===== src/rtl/mux_scan_if.sv =====
// Snapshot valid/ready handshake between the scan sequencer and its consumer.
interface mux_scan_if #(
    parameter int N_CH = 4
);
    logic [N_CH-1:0] snap;
    logic            snap_valid;
    logic            snap_ready;

    modport master (
        output snap,
        output snap_valid,
        input  snap_ready
    );

    modport slave (
        input  snap,
        input  snap_valid,
        output snap_ready
    );
endinterface


===== src/rtl/mux_scan_sequencer.sv =====
// Steps a 4:1 mux select, samples its output after a dwell and
// hands the assembled parallel snapshot out over valid/ready.
module mux_scan_sequencer #(
    parameter int N_CH  = 4,
    parameter int SEL_W = 2,
    parameter int DWELL = 2,
    parameter int CNT_W = 4
) (
    input  logic             clk,
    input  logic             rst,
    input  logic             start,
    input  logic             mode_cont,
    output logic [SEL_W-1:0] sel,
    input  logic             q,
    output logic             busy,
    mux_scan_if.master       snap_if
);
    typedef enum logic [1:0] {
        S_IDLE = 2'd0,
        S_SCAN = 2'd1,
        S_OUT  = 2'd2
    } state_t;

    localparam logic [CNT_W-1:0] LAST_CNT = CNT_W'(DWELL - 1);
    localparam logic [SEL_W-1:0] LAST_SEL = SEL_W'(N_CH - 1);

    state_t            state_q, state_d;
    logic [SEL_W-1:0]  sel_q, sel_d;
    logic [CNT_W-1:0]  cnt_q, cnt_d;
    // Last channel's bit goes straight into snap, so the buffer is one short.
    logic [N_CH-2:0]   buf_q, buf_d;
    logic [N_CH-1:0]   snap_q, snap_d;
    logic              valid_q, valid_d;
    logic              busy_q, busy_d;

    always_comb begin
        state_d = state_q;
        sel_d   = sel_q;
        cnt_d   = cnt_q;
        buf_d   = buf_q;
        snap_d  = snap_q;
        valid_d = valid_q;
        unique case (state_q)
            S_IDLE: begin
                sel_d = '0;
                if (start) begin
                    state_d = S_SCAN;
                    cnt_d   = '0;
                    sel_d   = '0;
                end
            end
            S_SCAN: begin
                if (cnt_q == LAST_CNT) begin
                    cnt_d = '0;
                    if (sel_q == LAST_SEL) begin
                        snap_d  = {q, buf_q};
                        valid_d = 1'b1;
                        sel_d   = '0;
                        state_d = S_OUT;
                    end else begin
                        buf_d[sel_q] = q;
                        sel_d        = sel_q + SEL_W'(1);
                    end
                end else begin
                    cnt_d = cnt_q + CNT_W'(1);
                end
            end
            S_OUT: begin
                if (valid_q && snap_if.snap_ready) begin
                    valid_d = 1'b0;
                    if (mode_cont) begin
                        state_d = S_SCAN;
                        cnt_d   = '0;
                        sel_d   = '0;
                    end else begin
                        state_d = S_IDLE;
                    end
                end
            end
            default: begin
                state_d = S_IDLE;
                sel_d   = '0;
                cnt_d   = '0;
                valid_d = 1'b0;
            end
        endcase
        busy_d = (state_d != S_IDLE);
    end

    always_ff @(posedge clk or posedge rst) begin
        if (rst) begin
            state_q <= S_IDLE;
            sel_q   <= '0;
            cnt_q   <= '0;
            buf_q   <= '0;
            snap_q  <= '0;
            valid_q <= 1'b0;
            busy_q  <= 1'b0;
        end else begin
            state_q <= state_d;
            sel_q   <= sel_d;
            cnt_q   <= cnt_d;
            buf_q   <= buf_d;
            snap_q  <= snap_d;
            valid_q <= valid_d;
            busy_q  <= busy_d;
        end
    end

    assign sel                = sel_q;
    assign busy               = busy_q;
    assign snap_if.snap       = snap_q;
    assign snap_if.snap_valid = valid_q;
endmodule

===== src/flat_wrapper.sv =====
// flat-port wrapper written by rule: the top's interface ports become plain ports
module mux_scan_sequencer_flat 
#(
    parameter int N_CH  = 4,
    parameter int SEL_W = 2,
    parameter int DWELL = 2,
    parameter int CNT_W = 4
)
  (clk, rst, start, mode_cont, sel, q, busy, snap_if_snap, snap_if_snap_valid, snap_if_snap_ready);
  mux_scan_if #(.N_CH(N_CH)) snap_if_i ();
  input  logic clk;
  input  logic rst;
  input  logic start;
  input  logic mode_cont;
  output logic [SEL_W-1:0] sel;
  input  logic q;
  output logic busy;
  output wire logic [$bits(snap_if_i.snap)-1:0] snap_if_snap;
  output wire logic [$bits(snap_if_i.snap_valid)-1:0] snap_if_snap_valid;
  input wire logic [$bits(snap_if_i.snap_ready)-1:0] snap_if_snap_ready;
  assign snap_if_snap = snap_if_i.snap;
  assign snap_if_snap_valid = snap_if_i.snap_valid;
  assign snap_if_i.snap_ready = snap_if_snap_ready;
  mux_scan_sequencer #(.N_CH(N_CH), .SEL_W(SEL_W), .DWELL(DWELL), .CNT_W(CNT_W)) u_core (.clk(clk), .rst(rst), .start(start), .mode_cont(mode_cont), .sel(sel), .q(q), .busy(busy), .snap_if(snap_if_i));
endmodule

===== config.mk =====
export PLATFORM = sky130hd
export DESIGN_NAME = mux_scan_sequencer_flat
export DESIGN_NICKNAME = d
export VERILOG_FILES = /design/src/rtl/mux_scan_if.sv /design/src/rtl/mux_scan_sequencer.sv /design/src/flat_wrapper.sv
export SDC_FILE = /design/constraint.sdc
export NUM_CORES = 1
export LEC_CHECK = 0
export ABC_AREA = 0
export CORE_MARGIN = 5
export CORE_UTILIZATION = 55
export DETAILED_ROUTE_END_ITERATION = 10
export PLACE_DENSITY = 0.8
export SYNTH_ARGS = -nofsm -noshare
export SYNTH_HDL_FRONTEND = slang
export SYNTH_SLANG_ARGS = --single-unit

===== constraint.sdc =====
create_clock -name clk -period 4.2 [get_ports clk]
set_input_delay 1.26 -clock clk [delete_from_list [all_inputs] [get_ports clk]]
set_output_delay 1.26 -clock clk [all_outputs]
set_load 0.01 [all_outputs]

==> impl_metrics.ini <==
[run_status]
status = finished, final reports clean

[logic_synthesis]
synth.distinct_cells = 30
netlist_instances = 72
synth_top_area_cell = dfrtp_1
yosysSeqAreaShare = 0.4906
synth-seq-cells = 17
yosys_warnings = 0
postSynthAreaPerCell_um2 = 12.04
netlist_area_um2 = 867.1
synth_top_area_share = 0.4906
syn_nets = 84
synth.area.top_cells = dfrtp_1 49%, ha_1 8.7%, mux2_2 6.5%

[floorplanning]
start_util = 0.5756
die_x_um = 49.71
core_um2 = 1506
die_h_um = 49.71
num_rows = 14
io_pins = 14
dieArea_um2 = 2471

[timing]
slew_violations = 0
finalCritPeriodShare = 0.6119
hold_viol_final = 0
fmax_mhz = 389.1
worst_pin_slew_ns = 0.7826
rsz0062_at_grt = no
fin_setup_tns_ns = 0
slew_headroom = 0.4760
period_needed_ns = 2.570
finalSetupViolCount = 0
fin_skew_ns = 0.004767

[layout]
drive_above_1_share = 0.1250
fillers = 114
fin_nets = 101
final_cell_count_no_fill = 104
most-common-layout-cells = 17 x dfrtp_1, 13 x clkdlybuf4s50_1, 6 x ha_1
final_common_cell = dfrtp_1
utilization = 0.6877
syn2layout_area_growth_pct = 19.48
diodes = 0

[setup_path]
worstSetupStartpointType = flip-flop
path_buf_inv = 1
endpoint_kind = output port
path_cells = clkdlybuf4s50_1
max_stage_delay_ns = 0.57
critical_path.top_delay_family = buffers and inverters
arrival_ns = 1.31
cp.required_ns = 2.94
critPathSlowestCell = clkdlybuf4s50_1
crit_type = flip-flop to output port
crit_path_max_fanout = 6

[clocking]
clk_latency_ns = 0.29
path_clk_slew_ns = 0.10
cts_resized = 0
cts-hold-fix-buffers = 0
clkSinkCount = 17
numCtsBuffers = 3
cts_buffer_depth = 2
cts_tree = built
root_buffer = clkbuf_4
htreeDepth = 1
postCtsSetupRepairBufs = 0

[drt]
vias_per_cell = 5.875
avgRoutedWirePerCell_um = 14.50
first_pass_iters = 4
ant_nets = 0
vias = 611
totalWireLength_um = 1508
drtIter0Drc = 10
drc_errors = 0

[power]
power.net_switching_uw = 251.7
comb_power_share = 0.448
peakVddDrop_mv = 0.4206
p_sw_frac = 0.3579
seq_power_share = 0.425
p_int_uw = 451.6
clockPowerShare = 0.127
p_leak_nw = 0.4753
p_per_area_nw_per_um2 = 678.9

[grt]
grt.total_usage = 0.1446
antenna_found_initial = 0
grt_pass1_vias = 610
overflow = 0
grt_max_degree = 18
grt_pass1_wl_um = 2704

[place]
dpl.cell_count = 100
io_buffers = 13
place.gp.congestion = 0.7499
hpwlAfterDp_um = 1091

[worst_hold_path]
min_path_type = flip-flop to flip-flop

[run]
max_cap_viol_count = 0
## sequential cells by signal (all words and copies together) (netlist names)
name                       count
u_core.cnt_q                   4
u_core.snap_if.snap            4
u_core.buf_q                   3
u_core.sel                     2
u_core.state_q                 2
u_core.busy                    1
u_core.snap_if.snap_valid      1
## metal layers
metal  global-route usage  up-vias  wire, µm
met1               0.1912      294       722
met2               0.1992       11       697
met4               0.1092        0        21
met3              0.03614        4        66
li1                     -      302         -
met5                    0        -         0
## through the flow
stage / total power, mW / hold slack [ns] / cell area, µm² / setup WS [ns]
CTS: 0.7089 / 0.5056 / 1036 / 1.617
detailed placement: 0.6204 / 0.4841 / 1010 / 1.671
global route: 0.7635 / 0.5364 / 1036 / 1.547
floorplan: 0.5031 / 0.4602 / 867.1 / 2.203
finish: 0.7033 / 0.4983 / 1036 / 1.630
global placement: 0.6066 / 0.4707 / 1010 / 1.690
## final cells by class
cell class / count / area [µm²] / share of cell area
tap: 16 / 20.02 / 0.01932
sequential: 17 / 425.4 / 0.4106
multi-input combinational: 49 / 415.4 / 0.4010
inverter: 5 / 18.77 / 0.01812
clock buffer: 4 / 26.28 / 0.02536
timing repair buffer: 13 / 130.1 / 0.1256
## cell families (layout without fill, tap and decap cells)
| logic type | count (synthesis) | in the layout | share of synthesized area |
|---|---|---|---|
| AO/OA/AOI/OAI | 14 | 14 | 0.1227 |
| buffers and inverters | 6 | 22 | 0.03031 |
| adder cells (fa/ha/maj) | 6 | 6 | 0.08658 |
| multiplexers | 8 | 8 | 0.1024 |
| AND/OR/NAND/NOR | 21 | 21 | 0.1674 |
| flip-flops | 17 | 17 | 0.4906 |
## synthesized netlist by cell type
master and number:
nand3_1 1, nor4_1 1, nor3b_2 1, nor2_1 2, nor4b_1 1, a21o_1 3, and2b_1 1, a21oi_1 2
nand4b_1 3, o21ai_0 1, o21a_1 1, inv_1 5, buf_4 1, nor3_1 2, nand3_2 1, o32ai_1 1
a32o_1 1, nor2b_1 2, mux2_1 2, and3_1 2, nor3b_1 1, o22ai_1 2, nand2b_1 2, and2_1 1
a211oi_2 1, mux2i_1 1, ha_1 6, a211o_1 2, dfrtp_1 17, mux2_2 5
## power groups by stage
| stage | registers, mW | logic (mW) | clock network (mW) |
|---|---|---|---|
| floorplan | 0.307 | 0.196 | 0 |
| global placement | 0.298 | 0.308 | 0 |
| detailed placement | 0.304 | 0.317 | 0 |
| CTS | 0.300 | 0.318 | 0.0904 |
| global route | 0.313 | 0.351 | 0.100 |
| finish | 0.299 | 0.315 | 0.0890 |
## worst paths after layout
kind / depth (start not counted) / slack, ns / startpoint / to
worst min-delay path: 1 / 0.50 / u_core.buf_q[2]$_DFFE_PP0P_ / u_core.buf_q[2]$_DFFE_PP0P_
worst max register to register: 5 / 2.20 / u_core.cnt_q[1]$_DFFE_PP0P_ / u_core.snap_if.snap[1]$_DFFE_PP0P_
worst min register to register: 1 / 0.50 / u_core.buf_q[2]$_DFFE_PP0P_ / u_core.buf_q[2]$_DFFE_PP0P_
max in group asynchronous: 2 / 2.46 / rst / u_core.state_q[1]$_DFF_PP0_
worst max-delay path: 1 / 1.63 / u_core.sel[0]$_DFFE_PP0P_ / sel[0]
min in group asynchronous: 2 / 1.33 / rst / u_core.snap_if.snap[0]$_DFFE_PP0P_
Power figures use the tool's default switching activity.
